**config.mk**
```make
export PLATFORM = sky130hd
export DESIGN_NAME = int2float_pipe
export DESIGN_NICKNAME = d
export VERILOG_FILES = /design/src/rtl/int2float_pipe.sv
export SDC_FILE = /design/constraint.sdc
export NUM_CORES = 1
export LEC_CHECK = 0
export BUFFER_PORTS_ARGS = -buffer_cell sky130_fd_sc_hd__clkbuf_2
export CAP_MARGIN = 20
export CORE_ASPECT_RATIO = 1.5
export CORE_MARGIN = 4
export CORE_UTILIZATION = 27
export DETAILED_ROUTE_END_ITERATION = 7
export HOLD_SLACK_MARGIN = 0.06
export REMOVE_ABC_BUFFERS = 1
export SLEW_MARGIN = 20
export SYNTH_ARGS = -nofsm -noshare
export SYNTH_HDL_FRONTEND = slang
export SYNTH_SLANG_ARGS = --single-unit
export TNS_END_PERCENT = 20
```
**constraint.sdc**
```tcl
create_clock -name clk -period 3.45 [get_ports clk]
set_input_delay 0.345 -clock clk [delete_from_list [all_inputs] [get_ports clk]]
set_output_delay 0.345 -clock clk [all_outputs]
set_load 0.1 [all_outputs]
```
**src/rtl/int2float_pipe.sv**
```systemverilog
// Three-stage pipelined integer to minifloat converter with valid/ready flow
// control, per-sample truncate/round-to-nearest-even and saturation flags.
module int2float_pipe #(
    parameter int IN_W   = 11,
    parameter int EXP_W  = 3,
    parameter int MAN_W  = 4,
    parameter int SIGNED = 0
) (
    input  logic                          clk,
    input  logic                          rst_n,
    input  logic                          in_valid,
    output logic                          in_ready,
    input  logic [IN_W-1:0]               in_data,
    input  logic                          in_rnd,
    output logic                          out_valid,
    input  logic                          out_ready,
    output logic [SIGNED+EXP_W+MAN_W-1:0] out_data,
    output logic                          out_inexact,
    output logic                          out_ovf
);
    localparam int OUT_W = SIGNED + EXP_W + MAN_W;
    localparam int PW    = $clog2(IN_W) + 1;
    localparam int XW    = (PW + 1 > EXP_W + 1) ? PW + 1 : EXP_W + 1;
    localparam int NW    = IN_W + 2;
    localparam logic [XW-1:0] EXP_MAX = {{(XW-EXP_W){1'b0}}, {EXP_W{1'b1}}};

    logic             adv1, adv2, adv3;

    logic             v1_q, v1_d;
    logic [IN_W-1:0]  mag1_q, mag1_d;
    logic             sgn1_q, sgn1_d;
    logic             rnd1_q, rnd1_d;
    logic             neg1;

    logic             v2_q, v2_d;
    logic [XW-1:0]    exp2_q, exp2_d;
    logic [MAN_W-1:0] man2_q, man2_d;
    logic             grd2_q, grd2_d;
    logic             stk2_q, stk2_d;
    logic             sgn2_q, sgn2_d;
    logic             rnd2_q, rnd2_d;
    logic [PW-1:0]    lead;
    logic [NW-1:0]    shifted;

    logic             v3_q, v3_d;
    logic [OUT_W-1:0] data3_q, data3_d;
    logic             inx3_q, inx3_d;
    logic             ovf3_q, ovf3_d;
    logic             rup, carry, sat;
    logic [MAN_W-1:0] man_r, man_o;
    logic [XW-1:0]    exp_r;
    logic [EXP_W-1:0] exp_o;
    logic [OUT_W-1:0] res3;

    // A stage may load when its own slot is empty or its content moves on.
    always_comb begin
        adv3 = !v3_q || out_ready;
        adv2 = !v2_q || adv3;
        adv1 = !v1_q || adv2;
    end

    assign in_ready    = adv1;
    assign out_valid   = v3_q;
    assign out_data    = data3_q;
    assign out_inexact = inx3_q;
    assign out_ovf     = ovf3_q;

    always_comb begin
        v1_d   = adv1 ? in_valid : v1_q;
        mag1_d = mag1_q;
        sgn1_d = sgn1_q;
        rnd1_d = rnd1_q;
        neg1   = (SIGNED != 0) && in_data[IN_W-1];
        if (adv1 && in_valid) begin
            mag1_d = neg1 ? (IN_W'(0) - in_data) : in_data;
            sgn1_d = neg1;
            rnd1_d = in_rnd;
        end
    end

    // Shift so the leading one falls off the top; what remains is man|guard|sticky.
    always_comb begin
        lead = '0;
        for (int i = 0; i < IN_W; i++) begin
            if (mag1_q[i]) lead = PW'(i);
        end
        shifted = {mag1_q, 2'b00} << (PW'(IN_W) - lead);

        v2_d   = adv2 ? v1_q : v2_q;
        exp2_d = exp2_q;
        man2_d = man2_q;
        grd2_d = grd2_q;
        stk2_d = stk2_q;
        sgn2_d = sgn2_q;
        rnd2_d = rnd2_q;
        if (adv2 && v1_q) begin
            sgn2_d = sgn1_q;
            rnd2_d = rnd1_q;
            if (lead < PW'(MAN_W)) begin
                exp2_d = '0;
                man2_d = mag1_q[MAN_W-1:0];
                grd2_d = 1'b0;
                stk2_d = 1'b0;
            end else begin
                exp2_d = XW'(lead) - XW'(MAN_W - 1);
                man2_d = shifted[NW-1 -: MAN_W];
                grd2_d = shifted[NW-1-MAN_W];
                stk2_d = |shifted[NW-2-MAN_W:0];
            end
        end
    end

    always_comb begin
        rup            = rnd2_q && grd2_q && (stk2_q || man2_q[0]);
        {carry, man_r} = {1'b0, man2_q} + {{MAN_W{1'b0}}, rup};
        exp_r          = exp2_q + {{(XW-1){1'b0}}, carry};
        sat            = exp_r > EXP_MAX;
        exp_o          = sat ? {EXP_W{1'b1}} : exp_r[EXP_W-1:0];
        man_o          = sat ? {MAN_W{1'b1}} : man_r;
    end

    generate
        if (SIGNED != 0) begin : g_signed
            assign res3 = {sgn2_q, exp_o, man_o};
        end else begin : g_unsigned
            assign res3 = {exp_o, man_o};
        end
    endgenerate

    always_comb begin
        v3_d    = adv3 ? v2_q : v3_q;
        data3_d = data3_q;
        inx3_d  = inx3_q;
        ovf3_d  = ovf3_q;
        if (adv3 && v2_q) begin
            data3_d = res3;
            inx3_d  = grd2_q || stk2_q;
            ovf3_d  = sat;
        end
    end

    always_ff @(posedge clk) begin
        if (!rst_n) begin
            v1_q    <= 1'b0;
            mag1_q  <= '0;
            sgn1_q  <= 1'b0;
            rnd1_q  <= 1'b0;
            v2_q    <= 1'b0;
            exp2_q  <= '0;
            man2_q  <= '0;
            grd2_q  <= 1'b0;
            stk2_q  <= 1'b0;
            sgn2_q  <= 1'b0;
            rnd2_q  <= 1'b0;
            v3_q    <= 1'b0;
            data3_q <= '0;
            inx3_q  <= 1'b0;
            ovf3_q  <= 1'b0;
        end else begin
            v1_q    <= v1_d;
            mag1_q  <= mag1_d;
            sgn1_q  <= sgn1_d;
            rnd1_q  <= rnd1_d;
            v2_q    <= v2_d;
            exp2_q  <= exp2_d;
            man2_q  <= man2_d;
            grd2_q  <= grd2_d;
            stk2_q  <= stk2_d;
            sgn2_q  <= sgn2_d;
            rnd2_q  <= rnd2_d;
            v3_q    <= v3_d;
            data3_q <= data3_d;
            inx3_q  <= inx3_d;
            ovf3_q  <= ovf3_d;
        end
    end
endmodule

```
# Word-level counts from Yosys, hierarchy flattened
# Cells that the tools add are included.
# classes
n_addsub	4
n_mul	0
n_div	0
n_lt_le_gt_ge	2
eq_ne	0
shifts	1
muxes	16
n_bitwise	0
n_reduce_logical	14
# op_table
cell	n
two-way mux 5 bit	9
left shift 13 x 5 -> 13 bit	1
two-way mux 4 bit	2
OR reduction 8 bit	1
adder 6 x 1 -> 6 bit	1
> comparator 6 x 3 -> 1 bit, second input constant	1
two-way mux 6 bit	1
subtractor 5 x 2 -> 6 bit, second input constant	1
adder 4 x 1 -> 5 bit	1
logical AND 1 bit	5
logical OR 1 bit	5
< comparator 5 x 3 -> 1 bit, second input constant	1
subtractor 4 x 5 -> 5 bit, first input constant	1
logical NOT 1 bit	3
two-way mux 1 bit	3
two-way mux 3 bit	1
# word_totals
ff_bits	37
latchBits	0
ramBits	0
rom_bits	0
in_bits	16
out_inout_bits	11
wordCells	50
memories	0

# Longest topological paths before layout
# Gate-level depths: netlist (run 1).
# logic_depth
ltp_word	14
depth_mapped	13
mapped_depth_nobuf	12

# Worst setup path after synthesis (run 1)
# OpenSTA, ideal clock, no wires.
# synth_path
kind	reg2reg
start	register mag1_q[4]
end	register stk2_q
setup_ns	0.080
t_arrival_ns	2.739
required_time_ns	3.370
path_slack_ns	0.632
path_stages_with_launch	12
path_buffers	1
period_less_slack_ns	2.818
path_cell_list	dfxtp_1 > buf_6 > or4_1 > nand2_2 > inv_1 > ha_1 > or3b_4 > nor3b_4 > nand4_1 > o21ai_2 > a2111oi_2 > nor3b_1
# synth_via
elab_chain_len	11
word_cells_on_any_way	12
cone_classes	add/sub: 1; order compare: 1; shift: 1; mux: 8; reduce/logical: 1
# synth_rtl
item	line_no	rtl
from (decl)	30	logic [IN_W-1:0] mag1_q, mag1_d;
from (signal assigned)	161	mag1_q <= mag1_d;
two-way mux 5 bit (7 in a row)	85	if (mag1_q[i]) lead = PW'(i);
subtractor 4 x 5 -> 5 bit	87	shifted = {mag1_q, 2'b00} << (PW'(IN_W) - lead);
left shift 13 x 5 -> 13 bit	87	
OR reduction 8 bit	108	stk2_d = |shifted[NW-2-MAN_W:0];
two-way mux 1 bit *	99	if (lead < PW'(MAN_W)) begin
to (signal assigned)	168	stk2_q <= stk2_d;
to (decl)	39	logic stk2_q, stk2_d;
# Every way passes the cells marked *; elsewhere a longest branch is shown, timed or not.
# A chain may end at the register's enable or synchronous reset.

# Worst setup path in the final report (run 1)
# Ends and elaborated chain as after synthesis.

==> impl_metrics.json, run 1 <==
{
  "outcome": "completed",
  "cp-start-kind": "flop",
  "row_count": 40,
  "vias_per_cell": 5.27,
  "use_met3_pct": 2.85,
  "antenna_cells": 0,
  "cp-end-kind": "flop",
  "worstSkewPairLatency_ns": 0.28,
  "cts_setup_buffers": 0,
  "slew_viol_final": 0,
  "synth_seq_cells": 37,
  "syn_area_per_cell_sq_um": 8.42,
  "tns_ns": 0,
  "fp.dieH_microns": 120,
  "cts_buffers": 5,
  "area_growth_pct": 14.9,
  "vias": 2057,
  "yosysSeqAreaShare_pct": 33.1,
  "met2_usage_pct": 20.2,
  "vdd_ir_drop_max_uv": 234,
  "powerDensity_nw_per_um2": 468,
  "gr-total-overflow": 0,
  "finish.utilization_pct": 31.9,
  "yosysUniqueCellTypes": 60,
  "synthFlopType": "dfxtp_1",
  "start_util_pct": 27.8,
  "postSynth.asyncResetShare_pct": 0,
  "cp_max_fo": 11,
  "coreArea_sq_um": 8060,
  "cts.sink_count": 37,
  "p_leak_uw": 0.00107,
  "routed_wl_microns": 5680,
  "grt_pass1_wl_microns": 9440,
  "cts_resized": 0,
  "gp_congestion": 0.895,
  "relSlewSlack_pct": 53.5,
  "cts_root_buffer": "clkbuf_16",
  "dr.pass1.iters": 4,
  "layout_min_cycle_time_ns": 3.06,
  "synth_edf_count": 0,
  "yosysWarnings": 0,
  "grt_max_degree": 41,
  "cp.arrival_ns": 3.26,
  "grtUsageMet1_pct": 13.9,
  "drtAntennaViolNets": 0,
  "drv_cap": 0,
  "hold_viol": 0,
  "top_level_ports": 27,
  "hp-class": "input pin to flop",
  "finalCritPeriodShare_pct": 88.7,
  "critPathKind": "flop to flop",
  "tightest_slew_ns": 0.698,
  "layout.nets": 308,
  "drt_iter0_drc": 137,
  "grt.total_usage_pct": 12.2,
  "clock_path_buffers": 2,
  "setup_viol": 0,
  "numPortBuffers": 26,
  "fin_worst_skew_ns": 0.00725,
  "required_ns": 3.65,
  "route.detailed.drc": 0,
  "clk_pin_slew_ns": 0.06,
  "die-area_sq_um": 9850,
  "dp_worst_setup_slack_ns": 0.418,
  "synth_cells": 266,
  "drive_gt1_share_pct": 21.1,
  "ctsHoldBuffers": 0,
  "rsz0062_at_grt": "no",
  "detail_route.wl_per_cell_microns": 14.6,
  "cts_tree": "done",
  "antenna_found_initial": 0,
  "grt_pass1_vias": 1963,
  "htree_levels": 2,
  "netlist_area_sq_um": 2240,
  "fin_ws_ns": 0.391,
  "clock.fmax_ghz": 0.327,
  "detailed_place_hpwl_microns": 4220,
  "die_w_microns": 82.4,
  "busiest_layer": "met2"
}
[flip-flops by register name, indices dropped and copies added, names as in the netlist]
register,flops
mag1_q,11
out_data,7
exp2_q,6
man2_q,4
grd2_q,1
out_inexact,1
out_ovf,1
out_valid,1
rnd1_q,1
rnd2_q,1
stk2_q,1
v1_q,1
v2_q,1
[cells in the mapped netlist (5+ instances only)]
cell type / count / share of area (%)
clkbuf_1: 11 / 1.8
a21oi_1: 7 / 1.6
o221a_2: 7 / 3.5
nor2b_1: 5 / 1.4
o21ai_0: 12 / 2.7
nand3_1: 23 / 5.1
nand2_1: 32 / 5.4
ha_1: 7 / 3.9
dfxtp_1: 37 / 33
a21boi_0: 16 / 5.4
and3_1: 6 / 1.7
inv_1: 10 / 1.7
nor2_1: 12 / 2.0
[layer usage]
| layer | routed length, microns | vias to the layer above |
|---|---|---|
| li1 | - | 1025 |
| met5 | 0 | - |
| met2 | 2870 | 62 |
| met1 | 2340 | 955 |
| met4 | 214 | 0 |
| met3 | 246 | 15 |
[kinds of logic after synthesis]
logic type | count (synthesis) | share of synthesized area [%]
flip-flops | 37 | 33.1
multiplexers | 4 | 1.84
adder cells (fa/ha/maj) | 7 | 3.91
AO/OA/AOI/OAI | 80 | 28.6
XOR/XNOR | 4 | 1.56
AND/OR/NAND/NOR | 104 | 24.1
buffers and inverters | 30 | 6.87
[path summary, 6_finish.rpt]
kind,startpoint,to,slack (ns),depth (start not counted)
max,mag1_q[4],stk2_q,0.39,10
min,in_data[9],mag1_q[9],0.31,3
max reg2reg,mag1_q[4],stk2_q,0.39,10
min reg2reg,rnd2_q,rnd2_q,0.47,2
[layout make-up]
class / count / area, sq um
multi-input cells: 199 / 1350
well taps: 105 / 131
repair buffers: 31 / 168
inverters: 11 / 46.3
fillers: 874 / 5480
flip-flops and latches: 37 / 741
clock buffers: 7 / 143
[power by group]
group,switching [uW],internal [uW]
logic,180,99.8
clock network,164,283
registers,26.3,451
[worst max-delay path: stages (launching register included)]
cell and delay, ns:
dfxtp_1 0.40, or4_1 0.63, nand2_2 0.17, inv_1 0.11, ha_1 0.37, or3b_4 0.42, nor3b_4 0.27, nand4_1 0.15
o21ai_2 0.18, a2111oi_2 0.07, nor3b_1 0.20
[cell usage in the layout, fill, tap and decap left out, drive strengths merged, types with 4 or more instances in the layout]
master and n:
a21boi 16, a21oi 7, and3 6, buf 5, clkbuf 33, dfxtp 37, ha 7, inv 10
nand2 34, nand3 23, nand4 4, nor2 12, nor2b 6, nor3 4, o21ai 14, o221a 7
o22ai 5
[stage by stage]
stage	hold slack, ns	instance area, sq um	power [uW]	std cells
2_1_floorplan	0.441	2130	688	247
4_1_cts	0.307	2570	1220	390
5_1_grt	0.322	2570	1260	390
3_5_place_dp	0.467	2430	763	383
3_3_place_gp	0.462	2430	764	383
6_report	0.306	2570	1200	390
(Power assumes the default switching activity.)
==> run 2: changes to the inputs <==
- ABC_AREA: default -> 1
- CELL_PAD_IN_SITES_DETAIL_PLACEMENT: default -> 1
- CELL_PAD_IN_SITES_GLOBAL_PLACEMENT: default -> 2
- PLACE_DENSITY_LB_ADDON: default -> 0.1
==> run 2 against run 1 <==
Die area down 12%. Critical path depth is 3 higher. Routed wire length down 0.92%. Register-to-register slack better by 0.59 ns. Combinational power up 7%. First-iteration DRC count is 74% lower. Sequential power down 1%. Sequential share of layout area increased by 4.5 points. Synthesized area decreased by 13%. Setup slack improved by 0.59 ns. Clock skew is essentially flat.
==> impl_metrics.json, run 2 <==
{
  "largest_reg_flops": 11,
  "gr-total-overflow": 0,
  "outcome": "completed",
  "synth_seq_cells": 37,
  "grt_max_degree": 27,
  "cp.arrival_ns": 2.66,
  "route.detailed.drc": 0,
  "wl_met3_microns": 124,
  "netlist_area_sq_um": 1960,
  "drive_gt1_share_pct": 19.3,
  "critPathKind": "flop to flop",
  "coreArea_sq_um": 6940,
  "clk_pin_slew_ns": 0.08,
  "yosysUniqueCellTypes": 31,
  "critical-path-max-stage-delay_ns": 0.33,
  "cp-start-kind": "flop",
  "syn_area_per_cell_sq_um": 7.28,
  "layout.cells.most_common_list": "nand2_1, dfxtp_1, inv_1, clkbuf_2",
  "total_power_uw": 1080,
  "worstSkewPairLatency_ns": 0.29,
  "clock_path_buffers": 2,
  "vdd_ir_drop_max_uv": 151,
  "vias": 1839,
  "crit_top_cell": "ha_1",
  "detail_route.wl_per_cell_microns": 15.1,
  "wl_met2_microns": 3240,
  "ctsHoldBuffers": 0,
  "synthFlopType": "dfxtp_1",
  "finalCritPeriodShare_pct": 71.6,
  "numPortBuffers": 26,
  "clock.fmax_ghz": 0.405,
  "drt_iter0_drc": 36,
  "cts_resized": 0,
  "fillCellCount": 895,
  "die-area_sq_um": 8710,
  "synth_area_leaders": "dfxtp_1, nand2_1, a21oi_1",
  "yosysWarnings": 0,
  "yosysSeqAreaShare_pct": 37.8,
  "top_register": "mag1_q",
  "drv_cap": 0,
  "worstReg2RegEnd": "out_data[5]",
  "antenna_found_initial": 0,
  "synthTopCellsByCount": "nand2_1, dfxtp_1, inv_1",
  "grt_pass1_vias": 1961,
  "area_growth_pct": 13.5,
  "routed_wl_microns": 5620,
  "tightest_slew_ns": 0.675,
  "synth_cells": 269,
  "r2r_start": "stk2_q",
  "grt.total_usage_pct": 14.0,
  "synth_top_area_share_pct": 37.8,
  "rsz0062_at_grt": "no",
  "met1_length_microns": 2180,
  "cp-end-kind": "flop",
  "powerDensity_nw_per_um2": 483,
  "relSlewSlack_pct": 54.9,
  "antenna_cells": 0,
  "cts_setup_buffers": 0,
  "required_ns": 3.64,
  "hp-class": "input pin to flop",
  "setup_viol": 0,
  "cp-endpoint": "out_data[5]",
  "cts_buffers": 5,
  "crit_chain": "o211a_1, ha_1, ha_1, nand2_1, nor2_1, ha_1, ha_1, nand2_1, o21ai_0, nand2_1, nand4_1, o221ai_1, inv_1",
  "tns_ns": 0,
  "top_level_ports": 27,
  "postSynth.asyncResetShare_pct": 0,
  "detailed_place_hpwl_microns": 4450,
  "reg2regPathDepth": 13,
  "dr.max_layer_used": "met4",
  "htree_levels": 2,
  "synth.most_common_cell": "nand2_1",
  "fin_worst_skew_ns": 0.00749,
  "cp_slowest_cell": "dfxtp_1",
  "slew_viol_final": 0,
  "grt_pass1_wl_microns": 9610,
  "fp.dieH_microns": 112,
  "layout_min_cycle_time_ns": 2.47,
  "cts.sink_count": 37,
  "layout_commonest_cell": "nand2_1",
  "cts_tree": "done",
  "row_count": 37,
  "start_util_pct": 28.2,
  "cp.buffers_inverters": 1,
  "cp_max_fo": 8,
  "gp_congestion": 0.770,
  "yosysTopAreaCell": "dfxtp_1",
  "hold_viol": 0,
  "dr.pass1.iters": 4,
  "vias_per_cell": 4.93,
  "r2r_setup_slack_ns": 0.98,
  "crit_start": "stk2_q",
  "synth_edf_count": 0,
  "p_leak_uw": 0.00106,
  "layout.nets": 317,
  "drtAntennaViolNets": 0,
  "cp_top_family": "adder cells",
  "die_w_microns": 77.6,
  "cts_root_buffer": "clkbuf_8",
  "cp.depth": 13
}
==> run 2: changes by cell type in the layout (fill, tap and decap cells not counted), moves of 7 or more <==
cell	before	now
o21ai_0	12	25
a21boi_0	16	0
nand2_1	32	56
o221a_2	7	0
inv_1	10	26
a21oi_1	7	25
o221ai_1	0	7
==> run 2: how the worst min path moves through the flow <==
stage	depth (start not counted)	end	startpoint	slack, ns
3_5_place_dp	2	exp2_q[3]	exp2_q[3]	0.47
2_1_floorplan	2	exp2_q[4]	exp2_q[4]	0.43
4_1_cts	3	rnd1_q	in_rnd	0.29
3_3_place_gp	2	exp2_q[3]	exp2_q[3]	0.46
6_report	3	rnd1_q	in_rnd	0.30
5_1_grt	3	rnd1_q	in_rnd	0.34
==> run 2: tightest hold or removal path, stage by stage <==
cell and delay [ns]:
clkbuf_2 0.07, o21ai_0 0.07, nor2_1 0.08
==> run 2: area by class of cell <==
type	instances	area (sq um)	area share (%)
Clock buffer	6	72.6	3.26
Sequential cell	37	741	33.3
Timing Repair Buffer	26	130	5.85
Multi-Input combinational cell	191	1050	47.2
Clock inverter	2	10.0	0.450
Inverter	33	124	5.57
Tap cell	78	97.6	4.39
==> run 2: cell families after synthesis <==
kind of cell | share of synthesized area (%)
adders and majority gates | 4.47
DFF | 37.8
muxes | 0.511
buffers and inverters | 8.62
AOI/OAI and AO/OA | 20.6
and+or+nand+nor | 26.7
xor gates and xnor gates | 1.34
==> run 2: through the flow <==
step	instances	utilization (%)	worst slack, ns	hold WS (ns)	cell area, sq um
6_report	373	32.0	0.980	0.300	2220
3_3_place_gp	365	30.8	0.986	0.460	2140
4_1_cts	373	32.0	0.928	0.295	2220
2_1_floorplan	261	-	0.622	0.434	1910
3_5_place_dp	365	30.8	0.950	0.470	2140
5_1_grt	373	32.0	0.664	0.340	2220
==> run 2: where the power goes <==
part           switching, uW  leakage (uW)  internal [uW]
logic                    214      0.000714           84.6
registers               18.5      0.000304            453
clock network            165     0.0000450            140
==> run 2: metal layers <==
layer	vias up	global-route usage, %
met3	6	2.17
met2	19	28.4
met1	865	13.8
met5	-	0
met4	0	4.63
li1	949	-
==> run 3: changes to the inputs <==
- ABC_AREA: 1 -> 0
- clock period: 3.45 -> 2.3 ns (I/O delays scaled with it)
==> run 3 against run 2 <==
The run now ends with setup timing left. Die area rose by 13%. Cell area rose by 34%. Via count rose by 20%. Global-route usage rose by 1.7 points. Sequential power rose by 49%. Critical path depth fell by 3. Count of clock-buffer cells in the layout did not move. Clock power rose by 120%. First-iteration DRC count rose by 31%. Core utilization rose by 5.0 points. Flip-flop and latch count did not move. Maximum frequency fell by 3.7%. Largest cell class unchanged.
==> impl_metrics.json, run 3 (synthesis results as in run 1) <==
{
  "outcome": "finished with violations",
  "reg2regPathDepth": 10,
  "route.detailed.drc": 0,
  "routed_wl_microns": 7360,
  "drv_cap": 0,
  "grt_pass1_wl_microns": 11800,
  "largest_reg_flops": 11,
  "area_growth_pct": 33.4,
  "power.internal_uw": 1300,
  "finalCritPeriodShare_pct": 111,
  "busiest_layer": "met2",
  "grt_max_degree": 25,
  "grt.total_usage_pct": 15.6,
  "r2r_setup_slack_ns": -0.26,
  "layout_commonest_cell": "buf_4",
  "cp.arrival_ns": 2.77,
  "top_level_ports": 27,
  "required_ns": 2.51,
  "coreArea_sq_um": 8060,
  "fin_worst_skew_ns": 0.00332,
  "crit_start": "mag1_q[4]",
  "layout_min_cycle_time_ns": 2.56,
  "cts_tree": "done",
  "p_clk_share_pct": 34.4,
  "cp_max_fo": 3,
  "grtUsageMet1_pct": 16.6,
  "grt_pass1_vias": 2311,
  "htree_levels": 2,
  "fp.dieH_microns": 120,
  "use_met3_pct": 2.25,
  "power.switching_uw": 633,
  "pwr-share-seq_pct": 36.3,
  "vias_per_cell": 5.16,
  "clock.fmax_ghz": 0.390,
  "die_w_microns": 82.4,
  "drt_iter0_drc": 47,
  "hold_viol": 0,
  "cts.sink_count": 37,
  "tightest_slew_ns": 0.560,
  "dr.pass1.iters": 4,
  "place_inst": 413,
  "p_sw_share_pct": 32.7,
  "layout.nets": 344,
  "relSlewSlack_pct": 62.1,
  "drive_gt1_share_pct": 35.7,
  "critPathKind": "flop to flop",
  "detailed_place_hpwl_microns": 5760,
  "rsz0062_at_grt": "yes",
  "row_count": 40,
  "met2_usage_pct": 30.2,
  "setup_viol": 13,
  "vias": 2205,
  "vdd_ir_drop_max_uv": 247,
  "cts_root_buffer": "clkbuf_16",
  "start_util_pct": 27.8,
  "r2r_start": "mag1_q[4]",
  "drtAntennaViolNets": 0,
  "p_comb_share_pct": 29.3,
  "numPortBuffers": 26,
  "cp-start-kind": "flop",
  "cp-endpoint": "stk2_q",
  "clk_pin_slew_ns": 0.06,
  "antenna_cells": 0,
  "gr-total-overflow": 0,
  "worstReg2RegEnd": "stk2_q",
  "slew_viol_final": 0,
  "top_register": "mag1_q",
  "detail_route.wl_per_cell_microns": 17.2,
  "violations": "setup timing",
  "cts_buffers": 5,
  "die-area_sq_um": 9850,
  "layout.cells.most_common_list": "buf_4, dfxtp_1, nand2_1, clkbuf_2, nand3_1",
  "antenna_found_initial": 0,
  "powerDensity_nw_per_um2": 649,
  "cp-end-kind": "flop",
  "hp-class": "input pin to flop",
  "final_cells": 427,
  "fin_ws_ns": -0.264,
  "clock_path_buffers": 2,
  "worstSkewPairLatency_ns": 0.28,
  "gp_congestion": 0.776,
  "p_leak_uw": 0.00126,
  "ctsHoldBuffers": 0,
  "finish.utilization_pct": 37.1
}
## run 3: cell count changes in the layout (fill, tap and decap cells not counted), sizes merged, moves of 7 or more
cell | before | now
a21oi | 28 | 7
nand2 | 63 | 34
o221ai | 7 | 0
buf | 0 | 41
a21boi | 0 | 16
inv | 32 | 10
o21ai | 29 | 14
o221a | 0 | 7
## run 3: power groups by stage
stage | Clock [uW] | Combinational [uW] | Sequential [uW]
after CTS | 692 | 549 | 701
after global routing | 714 | 620 | 709
final | 666 | 568 | 703
after floorplan | 0 | 245 | 787
after detailed placement | 0 | 516 | 714
after global placement | 0 | 513 | 714
## run 3: metrics by stage
stage | setup WS, ns | hold WS (ns) | total power, uW | setup TNS, ns | area (sq um)
2_1_floorplan | -0.601 | 0.348 | 1030 | -9.72 | 2130
5_1_grt | -0.407 | 0.195 | 2040 | -2.46 | 2990
6_report | -0.264 | 0.185 | 1940 | -1.28 | 2990
3_3_place_gp | -0.310 | 0.474 | 1230 | -2.68 | 2660
4_1_cts | -0.243 | 0.183 | 1940 | -2.10 | 2880
3_5_place_dp | -0.415 | 0.475 | 1230 | -3.59 | 2660
## run 3: cell type report
class	instances	area, sq um
clock buffers	6	129
clock inverters	2	10.0
fillers	974	5070
inverters	11	46.3
multi-input cells	199	1480
flip-flops and latches	37	744
well taps	105	131
repair buffers	67	442
## run 3: timing repair
item,in CTS,in global routing
endpoints found under the setup margin,12,13
resized for setup,13,16
pin swaps,19,11
setup buffers,5,1
## run 3: per-layer routing
layer	vias up	part of all wire (%)
li1	1097	-
met1	1066	38
met2	32	58
met3	10	2.2
met4	0	1.6
met5	-	0
## run 3: worst min path at each step
stage	to	slack [ns]	depth (start not counted)	from
final	mag1_q[6]	0.19	3	in_data[6]
after global placement	rnd2_q	0.47	2	rnd2_q
after global routing	mag1_q[6]	0.20	3	in_data[6]
after detailed placement	rnd2_q	0.48	2	rnd2_q
after floorplan	v2_q	0.35	1	rst_n
after CTS	mag1_q[6]	0.18	3	in_data[6]
## run 3: critical path, stage by stage (launching register included)
cell	delay (ns)
dfxtp_2	0.32
or4_4	0.55
nand2_4	0.10
inv_2	0.05
ha_4	0.25
or3b_4	0.40
nor3b_4	0.22
nand4_1	0.13
o21ai_2	0.22
a2111oi_4	0.06
nor3b_2	0.20
